### config.mk
export PLATFORM = sky130hd
export DESIGN_NAME = ram_programmer
export DESIGN_NICKNAME = d
export VERILOG_FILES = /design/src/rtl/sap1_pkg.sv /design/src/rtl/ram_programmer.sv
export SDC_FILE = /design/constraint.sdc
export NUM_CORES = 1
export LEC_CHECK = 0
export CAP_MARGIN = 20
export CELL_PAD_IN_SITES_DETAIL_PLACEMENT = 0
export CELL_PAD_IN_SITES_GLOBAL_PLACEMENT = 2
export CORE_MARGIN = 3
export CORE_UTILIZATION = 28
export CTS_CLUSTER_SIZE = 40
export DETAILED_ROUTE_END_ITERATION = 8
export GPL_ROUTABILITY_DRIVEN = 0
export PLACE_DENSITY_LB_ADDON = 0.1
export SLEW_MARGIN = 20
export SYNTH_ARGS = -nofsm -noshare
export SYNTH_HDL_FRONTEND = slang
export SYNTH_SLANG_ARGS = --single-unit
### constraint.sdc
create_clock -name mclk -period 2.1 [get_ports mclk]
set_input_delay 0.42 -clock mclk [delete_from_list [all_inputs] [get_ports mclk]]
set_output_delay 0.42 -clock mclk [all_outputs]
set_load 0.05 [all_outputs]
### src/rtl/sap1_pkg.sv
// rtl/sap1_pkg.sv - shared SAP-1 types and default sizing constants
//
// Contents:
//   prog_state_t      - ram_programmer session states
//   SAP1_RAM_DEPTH    - default number of program RAM words
//   SAP1_WIDTH        - default RAM data width
//   sap1_is_active()  - true while a programming session owns the RAM
package sap1_pkg;

   localparam int SAP1_RAM_DEPTH = 16;
   localparam int SAP1_WIDTH     = 8;

   typedef enum logic [1:0] {
      ST_IDLE   = 2'd0,
      ST_LOAD   = 2'd1,
      ST_VERIFY = 2'd2,
      ST_DONE   = 2'd3
   } prog_state_t;

   // The CPU must be halted exactly while the programmer is loading or verifying.
   function automatic logic sap1_is_active(input prog_state_t s);
      return (s == ST_LOAD) || (s == ST_VERIFY);
   endfunction

endpackage

### src/rtl/ram_programmer.sv
// rtl/ram_programmer.sv - loads program RAM from a byte stream and verifies it by checksum
//
// Ports:
//   mclk          in   master clock
//   reset         in   asynchronous active-high reset
//   mclk_en       in   clock enable; state only advances on enabled edges
//   i_start       in   starts a session from IDLE or DONE
//   i_abort       in   ends an active session with an error
//   i_rx_valid    in   upstream byte valid
//   i_rx_data     in   upstream byte
//   o_rx_ready    out  byte accepted when valid, ready and mclk_en are high
//   o_address     out  RAM address
//   o_load_enable out  RAM write request (RAM qualifies it with mclk_en)
//   o_load_data   out  RAM write data
//   i_ram_data    in   combinational RAM read data at o_address
//   o_hold        out  CPU halt request while a session is active
//   o_done        out  session completed
//   o_error       out  last session failed its checksum or was aborted
module ram_programmer
   import sap1_pkg::*;
#(
   parameter  int RAM_DEPTH  = SAP1_RAM_DEPTH,
   parameter  int WIDTH      = SAP1_WIDTH,
   localparam int ADDR_WIDTH = $clog2(RAM_DEPTH)
) (
   input  logic                  mclk,
   input  logic                  reset,
   input  logic                  mclk_en,
   input  logic                  i_start,
   input  logic                  i_abort,
   input  logic                  i_rx_valid,
   input  logic [WIDTH-1:0]      i_rx_data,
   output logic                  o_rx_ready,
   output logic [ADDR_WIDTH-1:0] o_address,
   output logic                  o_load_enable,
   output logic [WIDTH-1:0]      o_load_data,
   input  logic [WIDTH-1:0]      i_ram_data,
   output logic                  o_hold,
   output logic                  o_done,
   output logic                  o_error
);

   localparam logic [ADDR_WIDTH-1:0] LAST_ADDR = ADDR_WIDTH'(RAM_DEPTH - 1);

   prog_state_t           state;
   logic [ADDR_WIDTH-1:0] addr;
   logic [WIDTH-1:0]      load_sum;
   logic [WIDTH-1:0]      verify_sum;
   logic                  done_q;
   logic                  error_q;

   logic                  in_load;
   logic                  at_last;
   logic [WIDTH-1:0]      verify_next;

   assign in_load     = (state == ST_LOAD);
   assign at_last     = (addr == LAST_ADDR);
   // Final verify compare includes the word being read this cycle.
   assign verify_next = verify_sum + i_ram_data;

   // Datapath outputs follow the stream combinationally while loading.
   // Abort wins over a coincident byte, so the write request is suppressed
   // in that cycle and the byte never reaches the RAM.
   assign o_rx_ready    = in_load;
   assign o_load_enable = in_load & i_rx_valid & ~i_abort;
   assign o_load_data   = in_load ? i_rx_data : '0;
   assign o_address     = (state == ST_IDLE) ? '0 : addr;
   assign o_hold        = sap1_is_active(state);
   assign o_done        = done_q;
   assign o_error       = error_q;

   always_ff @(posedge mclk or posedge reset) begin
      if (reset) begin
         state      <= ST_IDLE;
         addr       <= '0;
         load_sum   <= '0;
         verify_sum <= '0;
         done_q     <= 1'b0;
         error_q    <= 1'b0;
      end else if (mclk_en) begin
         case (state)
            ST_IDLE, ST_DONE: begin
               if (i_start) begin
                  state      <= ST_LOAD;
                  addr       <= '0;
                  load_sum   <= '0;
                  verify_sum <= '0;
                  done_q     <= 1'b0;
                  error_q    <= 1'b0;
               end
            end

            ST_LOAD: begin
               if (i_abort) begin
                  state   <= ST_IDLE;
                  addr    <= '0;
                  done_q  <= 1'b0;
                  error_q <= 1'b1;
               end else if (i_rx_valid) begin
                  load_sum <= load_sum + i_rx_data;
                  if (at_last) begin
                     // Last word written: restart the counter for a single verify pass.
                     state      <= ST_VERIFY;
                     addr       <= '0;
                     verify_sum <= '0;
                  end else begin
                     addr <= addr + 1'b1;
                  end
               end
            end

            ST_VERIFY: begin
               if (i_abort) begin
                  state   <= ST_IDLE;
                  addr    <= '0;
                  done_q  <= 1'b0;
                  error_q <= 1'b1;
               end else if (at_last) begin
                  // Counter stays on the last address so DONE shows where verify ended.
                  state      <= ST_DONE;
                  verify_sum <= verify_next;
                  done_q     <= 1'b1;
                  error_q    <= (verify_next != load_sum);
               end else begin
                  verify_sum <= verify_next;
                  addr       <= addr + 1'b1;
               end
            end

            default: state <= ST_IDLE;
         endcase
      end
   end

endmodule
==> metrics <==
Post-DRT Antenna Nets 0; Synth-to-Final Area Change 59.2%; Worst Hold Class in2async; area of the core ~6400 sq um; Clock Tree Root clkbuf_8; slowest CP cell dfrtp_1; worst-margin pin slew roughly 550 ps; CTS buffer count 3; hold_ws ~510 ps; YS warnings 0; final setup fails 1; CTS tree done; cell-internal power 2.13 mW; Placed Area between 2000 and 3000 sq um; Seq/Total Area, Yosys 32.1%; crit end category flip-flop; DR vias/cell 4.76; row cnt 29; cts hold-fix bufs 0; post-synth cell types between 40 and 50; Leakage Power approximately 1.3 nW; Async SR Flop Fraction 100%; Primary FF master, synth dfrtp_1; worst vdd ir approximately 0.52 mV; Iter 0 DRT Violations around 50; per-cell routed wire length about 14 um; Mapped Nets roughly 240; Max Slew Vio Count 0; Vias 1677; Finished Cell Area roughly 3000 sq um; Seq pwr share 19.4%; Synth area leader dfrtp_1; Post-synth top cells dfrtp_1, nand2_1, ha_1; drt drc 0; fin crit share 101%; share of layout cells above drive strength 1 just over 30%; critical path type reg2reg; Starting Density between 20 and 30%; GRT Total Usage a little over an eighth; Die X slightly below 90 um; CTS Sinks 24; Synth Register Bits 24; worst setup margin -12.8 ps; Post-synth EDFFs 0; Clk pwr share 8.6%; count leader, synth dfrtp_1; die area a little under 8000 sq um; first-pass GRT wire length slightly above 8000 um; relative slew slack a little under two thirds; crit path time final approximately 2100 ps; ant diodes 0; Die H between 80 and 90 um; WP data arrival ~2300 ps; CP dominant cell by count buf_4; Tot Pwr between 3 and 4 mW; Multi-input gate area roughly 1400 sq um; Reg area about 600 sq um; initial antenna violation count 0; pwr dens 1270 nW/um^2; WP data required ~2300 ps; status finished with violations; Final #Nets between 300 and 400; Post-Route WL just under 5000 um; NetSw 1.66 mW; CTS H-tree depth 1; pin count of the biggest net entering global routing 25; share of the synthesized area in the top cell type between 30% and 40%; Port Buffer Count 38; grt ovf 0; DP HPWL roughly 3800 um; Sw Ratio a little over two fifths; clock skew 2.02 ps; critical-path cell list ha_2, fa_2, buf_4, buf_4, xnor2_4, xnor2_1, nor4_2, nand4_1, a2bb2oi_1; Syn Std Cell Area 1870 sq um; Clk Latency, worst-skew pair roughly 270 ps; IO Count 39; post-synthesis instance total 201; worst-path fanout max 2; drt first pass iters 6; Gate power share around 72%; clock tree buffer depth 2; number of global-route vias before repair 1692; mean area per synthesized cell 9.31 sq um; Worst path max stage delay between 300 and 400 ps; max_cap viols 0; unrepaired setup endpoints after global routing true; Fin. Hold Viols 0; Clk pin slew, worst setup/hold paths approximately 90 ps; synth top area cells dfrtp_1, ha_1, xnor2_1; # fillers ~620; startpoint type of the worst setup path flip-flop; fmax between 400 and 500 MHz; failing checks negative setup slack
==> per-stage QoR <==
| stage | setup TNS, ps | std cells | utilization [%] | setup slack, ps |
|---|---|---|---|---|
| floorplan | 0 | 201 | - | 21.6 |
| global placement | -2810 | 346 | 43.0 | -458 |
| detailed placement | -2860 | 346 | 43.0 | -470 |
| CTS | -129 | 351 | 44.5 | -129 |
| global route | -140 | 352 | 46.4 | -110 |
| finish | -12.8 | 352 | 46.4 | -12.8 |
==> state kept, by name (all words and copies together) (netlist names) <==
register and cells:
addr 4, o_done 1, verify_sum 8, load_sum 8, o_error 1, state 2
==> area by class of cell <==
cell class / count / share of cell area, %
Multi-Input combinational cell: 164 / 46.5
Timing Repair Buffer: 75 / 27.2
Sequential cell: 24 / 20.2
Tap cell: 77 / 3.24
Clock buffer: 4 / 1.85
Inverter: 8 / 1.01
==> layout by cell type, fill, tap and decap left out, drive strengths merged, types with 5 or more instances in the layout <==
cell           count
a21oi             13
a22o               7
and2              10
buf               52
clkdlybuf4s50     19
dfrtp             24
ha                18
inv                8
nand2             19
nor2              13
nor2b              5
o21ai             17
o31ai              6
xnor2             11
xor2               6
==> logic make-up (layout without fill, tap and decap cells) <==
family	Yosys count	in the layout	synth area share [%]
flip-flops	24	24	32.1
XOR/XNOR	20	20	11.6
AND/OR/NAND/NOR	63	63	16.8
adder cells (fa/ha/maj)	20	20	14.2
AO/OA/AOI/OAI	61	61	22.7
buffers and inverters	13	87	2.61
==> worst paths after layout <==
check                      slack, ps          start             to  cells after the start
setup / recovery                 -10  verify_sum[0]        o_error                      9
hold / removal                   510          reset  verify_sum[6]                      3
setup reg to reg                 -10  verify_sum[0]        o_error                      9
hold reg to reg                  510  verify_sum[6]  verify_sum[6]                      2
max in group asynchronous       1350          reset       state[0]                      3
min in group mclk                510  verify_sum[6]  verify_sum[6]                      2
==> routing by layer <==
layer | vias up | GRT usage [%] | part of all wire (%)
li1 | 872 | - | -
met1 | 775 | 18.4 | 50
met2 | 25 | 22.0 | 46
met3 | 5 | 1.69 | 2.7
met4 | 0 | 3.77 | 1.2
met5 | - | 0 | 0
==> critical path, delay by kind of cell, from the launching register on <==
| kind | cells | cell delay [ps] |
|---|---|---|
| AND/OR/NAND/NOR | 2 | 330 |
| adder cells (fa/ha/maj) | 2 | 580 |
| flip-flops | 1 | 390 |
| AO/OA/AOI/OAI | 1 | 140 |
| buffers and inverters | 2 | 280 |
| XOR/XNOR | 2 | 270 |
==> repair_timing <==
action / CTS / global route
setup buffers: 1 / 1
pin swaps: 13 / 14
resized for setup: 10 / 17
gates cloned: 0 / 0
endpoints found under the setup margin: 5 / 14
==> power by group through the flow <==
stage,sequential [mW],clock (mW),combinational (mW)
3_5_place_dp,0.735,0,2.59
3_3_place_gp,0.732,0,2.58
4_1_cts,0.727,0.338,2.63
2_1_floorplan,0.723,0,1.50
5_1_grt,0.758,0.354,2.99
6_report,0.734,0.326,2.73
(Power assumes the default switching activity.)
